`src/rtl/inst_fetch_queue_pkg.sv`:
```
// Shared constants and helpers for the instruction fetch queue.
// Entry bus layout is {exc, pc, inst}. The exc field is the most significant, inst the least.
package inst_fetch_queue_pkg;

   // Default geometry. The widths match RegBus / InstAddrBus in the core.
   localparam int unsigned IFQ_DEPTH    = 4;
   localparam int unsigned IFQ_PC_W     = 32;
   localparam int unsigned IFQ_INST_W   = 32;
   localparam int unsigned IFQ_EXC_W    = 32;
   localparam int unsigned IFQ_ENTRY_WD = IFQ_EXC_W + IFQ_PC_W + IFQ_INST_W;

   // Per-cycle queue operation, decoded from the push/pop handshakes.
   typedef enum logic [1:0] {
      OpNone = 2'b00,
      OpPush = 2'b01,
      OpPop  = 2'b10,
      OpBoth = 2'b11
   } ifq_op_e;

   function automatic ifq_op_e ifq_op(input logic push, input logic pop);
      return ifq_op_e'({pop, push});
   endfunction

endpackage

```
`src/rtl/inst_fetch_queue_if.sv`:
```
// Handshake bundle between the icache stage, the fetch queue and the decoder.
//   in_valid/in_pc/in_inst/in_exc : entry offered by the icache
//   in_ready                      : queue can accept an entry
//   out_valid/out_pc/out_inst/out_exc : head entry (all zero when empty)
//   out_ready                     : decoder consumes the head
// The slave modport is the queue's view. The master modport is the fetch/decode side.
interface inst_fetch_queue_if
   import inst_fetch_queue_pkg::*;
#(
   parameter int unsigned PC_W   = IFQ_PC_W,
   parameter int unsigned INST_W = IFQ_INST_W,
   parameter int unsigned EXC_W  = IFQ_EXC_W
);
   logic              in_valid;
   logic              in_ready;
   logic [PC_W-1:0]   in_pc;
   logic [INST_W-1:0] in_inst;
   logic [EXC_W-1:0]  in_exc;

   logic              out_valid;
   logic              out_ready;
   logic [PC_W-1:0]   out_pc;
   logic [INST_W-1:0] out_inst;
   logic [EXC_W-1:0]  out_exc;

   modport master (
      output in_valid, in_pc, in_inst, in_exc, out_ready,
      input  in_ready, out_valid, out_pc, out_inst, out_exc
   );

   modport slave (
      input  in_valid, in_pc, in_inst, in_exc, out_ready,
      output in_ready, out_valid, out_pc, out_inst, out_exc
   );
endinterface

```
`src/rtl/inst_fetch_queue_mem.sv`:
```
// ifq_mem: DEPTH x WIDTH register array for the fetch queue.
// It has one synchronous write port and one asynchronous read port. There is no reset,
// because the contents only matter once the pointers mark them valid.
//   clk     : clock
//   we_i    : write enable
//   waddr_i : write index
//   wdata_i : write data
//   raddr_i : read index
//   rdata_o : read data (combinational)
module ifq_mem #(
   parameter int unsigned DEPTH = 4,
   parameter int unsigned WIDTH = 96
) (
   input  logic                     clk,
   input  logic                     we_i,
   input  logic [$clog2(DEPTH)-1:0] waddr_i,
   input  logic [WIDTH-1:0]         wdata_i,
   input  logic [$clog2(DEPTH)-1:0] raddr_i,
   output logic [WIDTH-1:0]         rdata_o
);

   logic [WIDTH-1:0] mem_q [DEPTH];

   always_ff @(posedge clk) begin
      if (we_i) begin
         mem_q[waddr_i] <= wdata_i;
      end
   end

   assign rdata_o = mem_q[raddr_i];

endmodule

```
`src/rtl/inst_fetch_queue.sv`:
```
// inst_fetch_queue: a DEPTH-entry circular FIFO between the icache and the decoder.
// Fetch can run ahead while decode is stalled. When the queue is empty it presents an
// all-zero bubble.
//   clk, rst         : clock and synchronous active-high reset
//   flush_i          : exception/eret flush, which discards all entries
//   br_kill_i        : taken-branch redirect, which discards all entries
//   ifq              : fetch/decode handshake bundle (slave view)
//   count_o          : current occupancy
//   fetch_stallreq_o : occupancy is at or above AF_LEVEL
module inst_fetch_queue
   import inst_fetch_queue_pkg::*;
#(
   parameter int unsigned DEPTH    = IFQ_DEPTH,
   parameter int unsigned PC_W     = IFQ_PC_W,
   parameter int unsigned INST_W   = IFQ_INST_W,
   parameter int unsigned EXC_W    = IFQ_EXC_W,
   parameter int unsigned AF_LEVEL = DEPTH - 1
) (
   input  logic                   clk,
   input  logic                   rst,
   input  logic                   flush_i,
   input  logic                   br_kill_i,
   inst_fetch_queue_if.slave      ifq,
   output logic [$clog2(DEPTH):0] count_o,
   output logic                   fetch_stallreq_o
);

   localparam int unsigned PTR_W   = $clog2(DEPTH);
   localparam int unsigned CNT_W   = PTR_W + 1;
   localparam int unsigned ENTRY_W = EXC_W + PC_W + INST_W;

   logic [PTR_W-1:0] rd_ptr_q, rd_ptr_d;
   logic [PTR_W-1:0] wr_ptr_q, wr_ptr_d;
   logic [CNT_W-1:0] count_q, count_d;

   logic               push, pop, mem_we;
   logic               empty;
   ifq_op_e            op;
   logic [ENTRY_W-1:0] head;

   assign empty = (count_q == '0);

   // in_ready depends only on count, so there is no combinational path from out_ready.
   assign ifq.in_ready  = (count_q != CNT_W'(DEPTH));
   assign ifq.out_valid = !empty;

   assign push = ifq.in_valid & ifq.in_ready;
   assign pop  = ifq.out_valid & ifq.out_ready;
   assign op   = ifq_op(push, pop);

   always_comb begin
      rd_ptr_d = rd_ptr_q;
      wr_ptr_d = wr_ptr_q;
      count_d  = count_q;
      mem_we   = 1'b0;
      if (flush_i || br_kill_i) begin
         // A redirect wins over any handshake in the same cycle, so the incoming entry is dropped.
         rd_ptr_d = '0;
         wr_ptr_d = '0;
         count_d  = '0;
      end else begin
         mem_we = push;
         unique case (op)
            OpPush: begin
               wr_ptr_d = wr_ptr_q + PTR_W'(1);
               count_d  = count_q + CNT_W'(1);
            end
            OpPop: begin
               rd_ptr_d = rd_ptr_q + PTR_W'(1);
               count_d  = count_q - CNT_W'(1);
            end
            OpBoth: begin
               wr_ptr_d = wr_ptr_q + PTR_W'(1);
               rd_ptr_d = rd_ptr_q + PTR_W'(1);
            end
            default: ;
         endcase
      end
   end

   always_ff @(posedge clk) begin
      if (rst) begin
         rd_ptr_q <= '0;
         wr_ptr_q <= '0;
         count_q  <= '0;
      end else begin
         rd_ptr_q <= rd_ptr_d;
         wr_ptr_q <= wr_ptr_d;
         count_q  <= count_d;
      end
   end

   ifq_mem #(
      .DEPTH(DEPTH),
      .WIDTH(ENTRY_W)
   ) u_mem (
      .clk    (clk),
      .we_i   (mem_we),
      .waddr_i(wr_ptr_q),
      .wdata_i({ifq.in_exc, ifq.in_pc, ifq.in_inst}),
      .raddr_i(rd_ptr_q),
      .rdata_o(head)
   );

   // Gate stale storage to the zero bubble when empty.
   assign ifq.out_exc  = empty ? '0 : head[ENTRY_W-1 -: EXC_W];
   assign ifq.out_pc   = empty ? '0 : head[PC_W+INST_W-1 -: PC_W];
   assign ifq.out_inst = empty ? '0 : head[INST_W-1:0];

   assign count_o          = count_q;
   assign fetch_stallreq_o = (count_q >= CNT_W'(AF_LEVEL));

endmodule

```
`src/flat_wrapper.sv`:
```
// flat-port wrapper written by rule: the top's interface ports become plain ports
module inst_fetch_queue_flat import inst_fetch_queue_pkg::*;
#(
   parameter int unsigned DEPTH    = IFQ_DEPTH,
   parameter int unsigned PC_W     = IFQ_PC_W,
   parameter int unsigned INST_W   = IFQ_INST_W,
   parameter int unsigned EXC_W    = IFQ_EXC_W,
   parameter int unsigned AF_LEVEL = DEPTH - 1
)
  (clk, rst, flush_i, br_kill_i, count_o, fetch_stallreq_o, ifq_in_valid, ifq_in_pc, ifq_in_inst, ifq_in_exc, ifq_out_ready, ifq_in_ready, ifq_out_valid, ifq_out_pc, ifq_out_inst, ifq_out_exc);
  inst_fetch_queue_if #(.PC_W(PC_W), .INST_W(INST_W), .EXC_W(EXC_W)) ifq_i ();
  input  logic clk;
  input  logic rst;
  input  logic flush_i;
  input  logic br_kill_i;
  output logic [$clog2(DEPTH):0] count_o;
  output logic fetch_stallreq_o;
  input wire logic [$bits(ifq_i.in_valid)-1:0] ifq_in_valid;
  input wire logic [$bits(ifq_i.in_pc)-1:0] ifq_in_pc;
  input wire logic [$bits(ifq_i.in_inst)-1:0] ifq_in_inst;
  input wire logic [$bits(ifq_i.in_exc)-1:0] ifq_in_exc;
  input wire logic [$bits(ifq_i.out_ready)-1:0] ifq_out_ready;
  output wire logic [$bits(ifq_i.in_ready)-1:0] ifq_in_ready;
  output wire logic [$bits(ifq_i.out_valid)-1:0] ifq_out_valid;
  output wire logic [$bits(ifq_i.out_pc)-1:0] ifq_out_pc;
  output wire logic [$bits(ifq_i.out_inst)-1:0] ifq_out_inst;
  output wire logic [$bits(ifq_i.out_exc)-1:0] ifq_out_exc;
  assign ifq_i.in_valid = ifq_in_valid;
  assign ifq_i.in_pc = ifq_in_pc;
  assign ifq_i.in_inst = ifq_in_inst;
  assign ifq_i.in_exc = ifq_in_exc;
  assign ifq_i.out_ready = ifq_out_ready;
  assign ifq_in_ready = ifq_i.in_ready;
  assign ifq_out_valid = ifq_i.out_valid;
  assign ifq_out_pc = ifq_i.out_pc;
  assign ifq_out_inst = ifq_i.out_inst;
  assign ifq_out_exc = ifq_i.out_exc;
  inst_fetch_queue #(.DEPTH(DEPTH), .PC_W(PC_W), .INST_W(INST_W), .EXC_W(EXC_W), .AF_LEVEL(AF_LEVEL)) u_core (.clk(clk), .rst(rst), .flush_i(flush_i), .br_kill_i(br_kill_i), .ifq(ifq_i), .count_o(count_o), .fetch_stallreq_o(fetch_stallreq_o));
endmodule
```
`config.mk`:
```
export PLATFORM = sky130hd
export DESIGN_NAME = inst_fetch_queue_flat
export DESIGN_NICKNAME = d
export VERILOG_FILES = /design/src/rtl/inst_fetch_queue_pkg.sv /design/src/rtl/inst_fetch_queue_if.sv /design/src/rtl/inst_fetch_queue_mem.sv /design/src/rtl/inst_fetch_queue.sv /design/src/flat_wrapper.sv
export SDC_FILE = /design/constraint.sdc
export NUM_CORES = 1
export LEC_CHECK = 0
export BUFFER_PORTS_ARGS = -buffer_cell sky130_fd_sc_hd__buf_2
export CAP_MARGIN = 5
export CORE_ASPECT_RATIO = 1.1
export CORE_UTILIZATION = 45
export CTS_BUF_LIST = sky130_fd_sc_hd__clkbuf_8
export CTS_CLUSTER_SIZE = 8
export DETAILED_ROUTE_END_ITERATION = 7
export PLACE_DENSITY = 0.68
export SLEW_MARGIN = 10
export SYNTH_ARGS = -nofsm -noshare
export SYNTH_HDL_FRONTEND = slang
export SYNTH_SLANG_ARGS = --single-unit
```
`constraint.sdc`:
```
create_clock -name clk -period 7 [get_ports clk]
set_input_delay 1.4 -clock clk [delete_from_list [all_inputs] [get_ports clk]]
set_output_delay 1.4 -clock clk [all_outputs]
set_load 0.02 [all_outputs]
```
==> flow_summary.toml <==
[outcome]
status = "finished clean"

[cts]
cts_tree = "built"
cts_num_sinks = 393
clkLatencyLatePin_ns = 0.60
cts_setup_buffers = 0
cts_hold_buf = 0
path_clk_slew_ns = 0.06
post_cts_resized = 0
cts_made_buffers = 60
h-tree-depth = 2
cts-root-buf = "clkbuf_8"
clk_path_buf_depth = 3

[floorplanning]
die-area_mm2 = 0.03399
start_util = 0.4598
design.core.area_mm2 = 0.03255
num_rows = 69
chipHeight_um = 193.3
die_w_um = 175.9
pin_count = 204

[global_routing]
overflow = 0
grt_max_degree = 98
grt_usage = 0.1699
grt_antenna_before_repair = 2
grt_pass1_wl_mm = 43.35
grt_pass1_vias = 7734

[yosys]
yosysTopAreaCellShare = 0.7705
synth.largest_area_cell = "edfxtp_1"
async_flop_share = 0
ys_types = 25
synth_area_mm2 = 0.01497
synth_nets = 772
yosysSeqAreaShare = 0.7825
ys_warn_count = 0
synthTopCellsByArea = "edfxtp_1, mux4_2, and2_1"
synth.avg_cell_area_um2 = 22.54
synth-edff-count = 384
synth_cells = 664
synth_flop_cell = "edfxtp_1"
synth.ff_latch_count = 393

[detailed_routing]
ant_nets = 0
drt_iter0_drc = 441
vias_per_cell = 5.202
routedWlPerCell_um = 20.67
drt-total-wl_mm = 28.30
vias = 7122
first_pass_iters = 4
remaining_drc_errors = 0

[critical_path]
worstPathArrival_ns = 3.09
reg2reg_to = "u_core.u_mem.mem_q[3][88]$_DFFE_PP_"
crit_fanout = 42
critPathRequiredTime_ns = 5.60
worstSetupPathType = "reg -> out"
crit-reg2reg-launch = "u_core.count_o[0]$_SDFFE_PP0P_"
endpoint_kind = "output pin"
cp-start-kind = "flip-flop"
worst-r2r-setup-slack_ns = 4.05
rr_worst_depth = 4

[finish]
fin_cells = 1369
multi_input_area_mm2 = 0.003062
area_growth_syn_to_layout_pct = 16.66
final_layout_size_suffix_gt1_frac = 0.4049
final-seq-area_mm2 = 0.01172
fin_nets = 1011
num-fill-cells = 2548
final_common_cell = "edfxtp_1"
most-common-layout-cells = "edfxtp_1, buf_2, mux4_2, and2_1, clkbuf_8"

[worst_hold_path]
hold_path_depth = 2
worstHoldEndpoint = "u_core.wr_ptr_q[0]$_SDFFE_PP0P_"
min_path_type = "reg -> reg"
hp-start = "u_core.wr_ptr_q[0]$_SDFFE_PP0P_"

[sta]
period_needed_ns = 4.494
fmax_mhz = 222.5
hold_viol = 0
slew_violations = 0
setup_violations = 0
worst_slew_pin_slew_ns = 1.050
finClkSkew_ns = 0.02568
finalCritPeriodShare = 0.6421
rsz0062_at_grt = "false"
slew_headroom = 0.3001
tns_ns = 0

[placed_design]
dpl.cell_count = 1267
dp.final_hpwl_mm = 15.70
gp_congestion = 0.7382
portBuffers = 203

[pwr]
irDropWorstVdd_v = 0.0001587
p_per_area_mw_per_mm2 = 253.1
leakagePower_nw = 6.057

[flow_run]
drv_cap = 0
-- state kept, by name (all words and copies together), names as in the netlist, named ones only --
register,flops
u_core.wr_ptr_q,2
u_core.count_o,3
u_core.rd_ptr_q,2
u_core.u_mem.mem_q,384
-- metrics by stage --
step / hold WS, ns / power, mW / setup slack, ns / util / cell area (µm²)
2_1_floorplan: 0.4701 / 2.720 / 2.604 / - / 14970
3_3_place_gp: 0.4993 / 2.791 / 2.981 / 0.5044 / 16420
3_5_place_dp: 0.4980 / 2.796 / 2.944 / 0.5044 / 16420
4_1_cts: 0.5088 / 4.470 / 2.288 / 0.5363 / 17450
5_1_grt: 0.5254 / 4.573 / 2.157 / 0.5363 / 17450
6_report: 0.5043 / 4.419 / 2.506 / 0.5364 / 17460
-- where the power goes --
group / total [mW] / switching (mW) / internal, mW
sequential: 2.61 / 0.00555 / 2.60
clock: 1.67 / 0.820 / 0.854
combinational: 0.135 / 0.0809 / 0.0541
total: 4.42 / 0.907 / 3.51
-- synth_stat cells (2+ instances only) --
library cell	instances
or3_1	3
o31ai_1	2
mux4_2	96
edfxtp_1	384
nand4_1	2
clkbuf_1	16
a21oi_1	2
inv_1	7
nor2_1	7
buf_2	11
buf_6	6
ha_1	5
and2_1	96
and3_1	4
xor2_1	4
o21ai_0	2
dfxtp_1	9
-- final cells by class --
type,count,share of cell area
multi-input combinational,230,0.1754
antenna,2,0.0002867
tap,426,0.03053
clock inverter,37,0.009818
timing repair buffer,211,0.06163
sequential,393,0.6712
clock buffer,63,0.04966
inverter,7,0.001505
-- worst max-delay path by stage --
stage / startpoint / end / slack, ns / depth (start not counted)
2_1_floorplan: ifq_in_valid / u_core.u_mem.mem_q[0][0]$_DFFE_PP_ / 2.60 / 2
3_3_place_gp: flip-flop / ifq_out_pc[21] / 2.98 / 4
3_5_place_dp: flip-flop / ifq_out_pc[21] / 2.94 / 4
4_1_cts: flip-flop / ifq_out_pc[21] / 2.29 / 4
5_1_grt: flip-flop / ifq_out_pc[21] / 2.16 / 4
6_report: flip-flop / ifq_out_pc[21] / 2.51 / 4
-- per-layer routing --
metal  vias to the layer above  wire (µm)  GRT usage
li1                       3184          -          -
met3                        55       2153    0.05149
met2                       242      13950     0.2833
met4                         2        605    0.05539
met1                      3639      11580     0.2116
met5                         -         17          0
-- critical path: stages, from the launching register on --
cell     delay (ns)
dfxtp_4        0.91
buf_4          0.64
mux4_2         0.59
and2_1         0.19
buf_2          0.16
-- kinds of logic (layout without fill, tap and decap cells) --
| logic type | Yosys count | count (layout) | share of synthesized area |
|---|---|---|---|
| AO/OA/AOI/OAI | 8 | 8 | 0.003428 |
| flip-flops | 393 | 393 | 0.7825 |
| buffers and inverters | 41 | 318 | 0.01430 |
| adder cells (fa/ha/maj) | 6 | 6 | 0.005518 |
| AND/OR/NAND/NOR | 116 | 116 | 0.04740 |
| other | 0 | 2 | 0 |
| XOR/XNOR | 4 | 4 | 0.002341 |
| multiplexers | 96 | 96 | 0.1445 |
(Power assumes the default switching activity.)
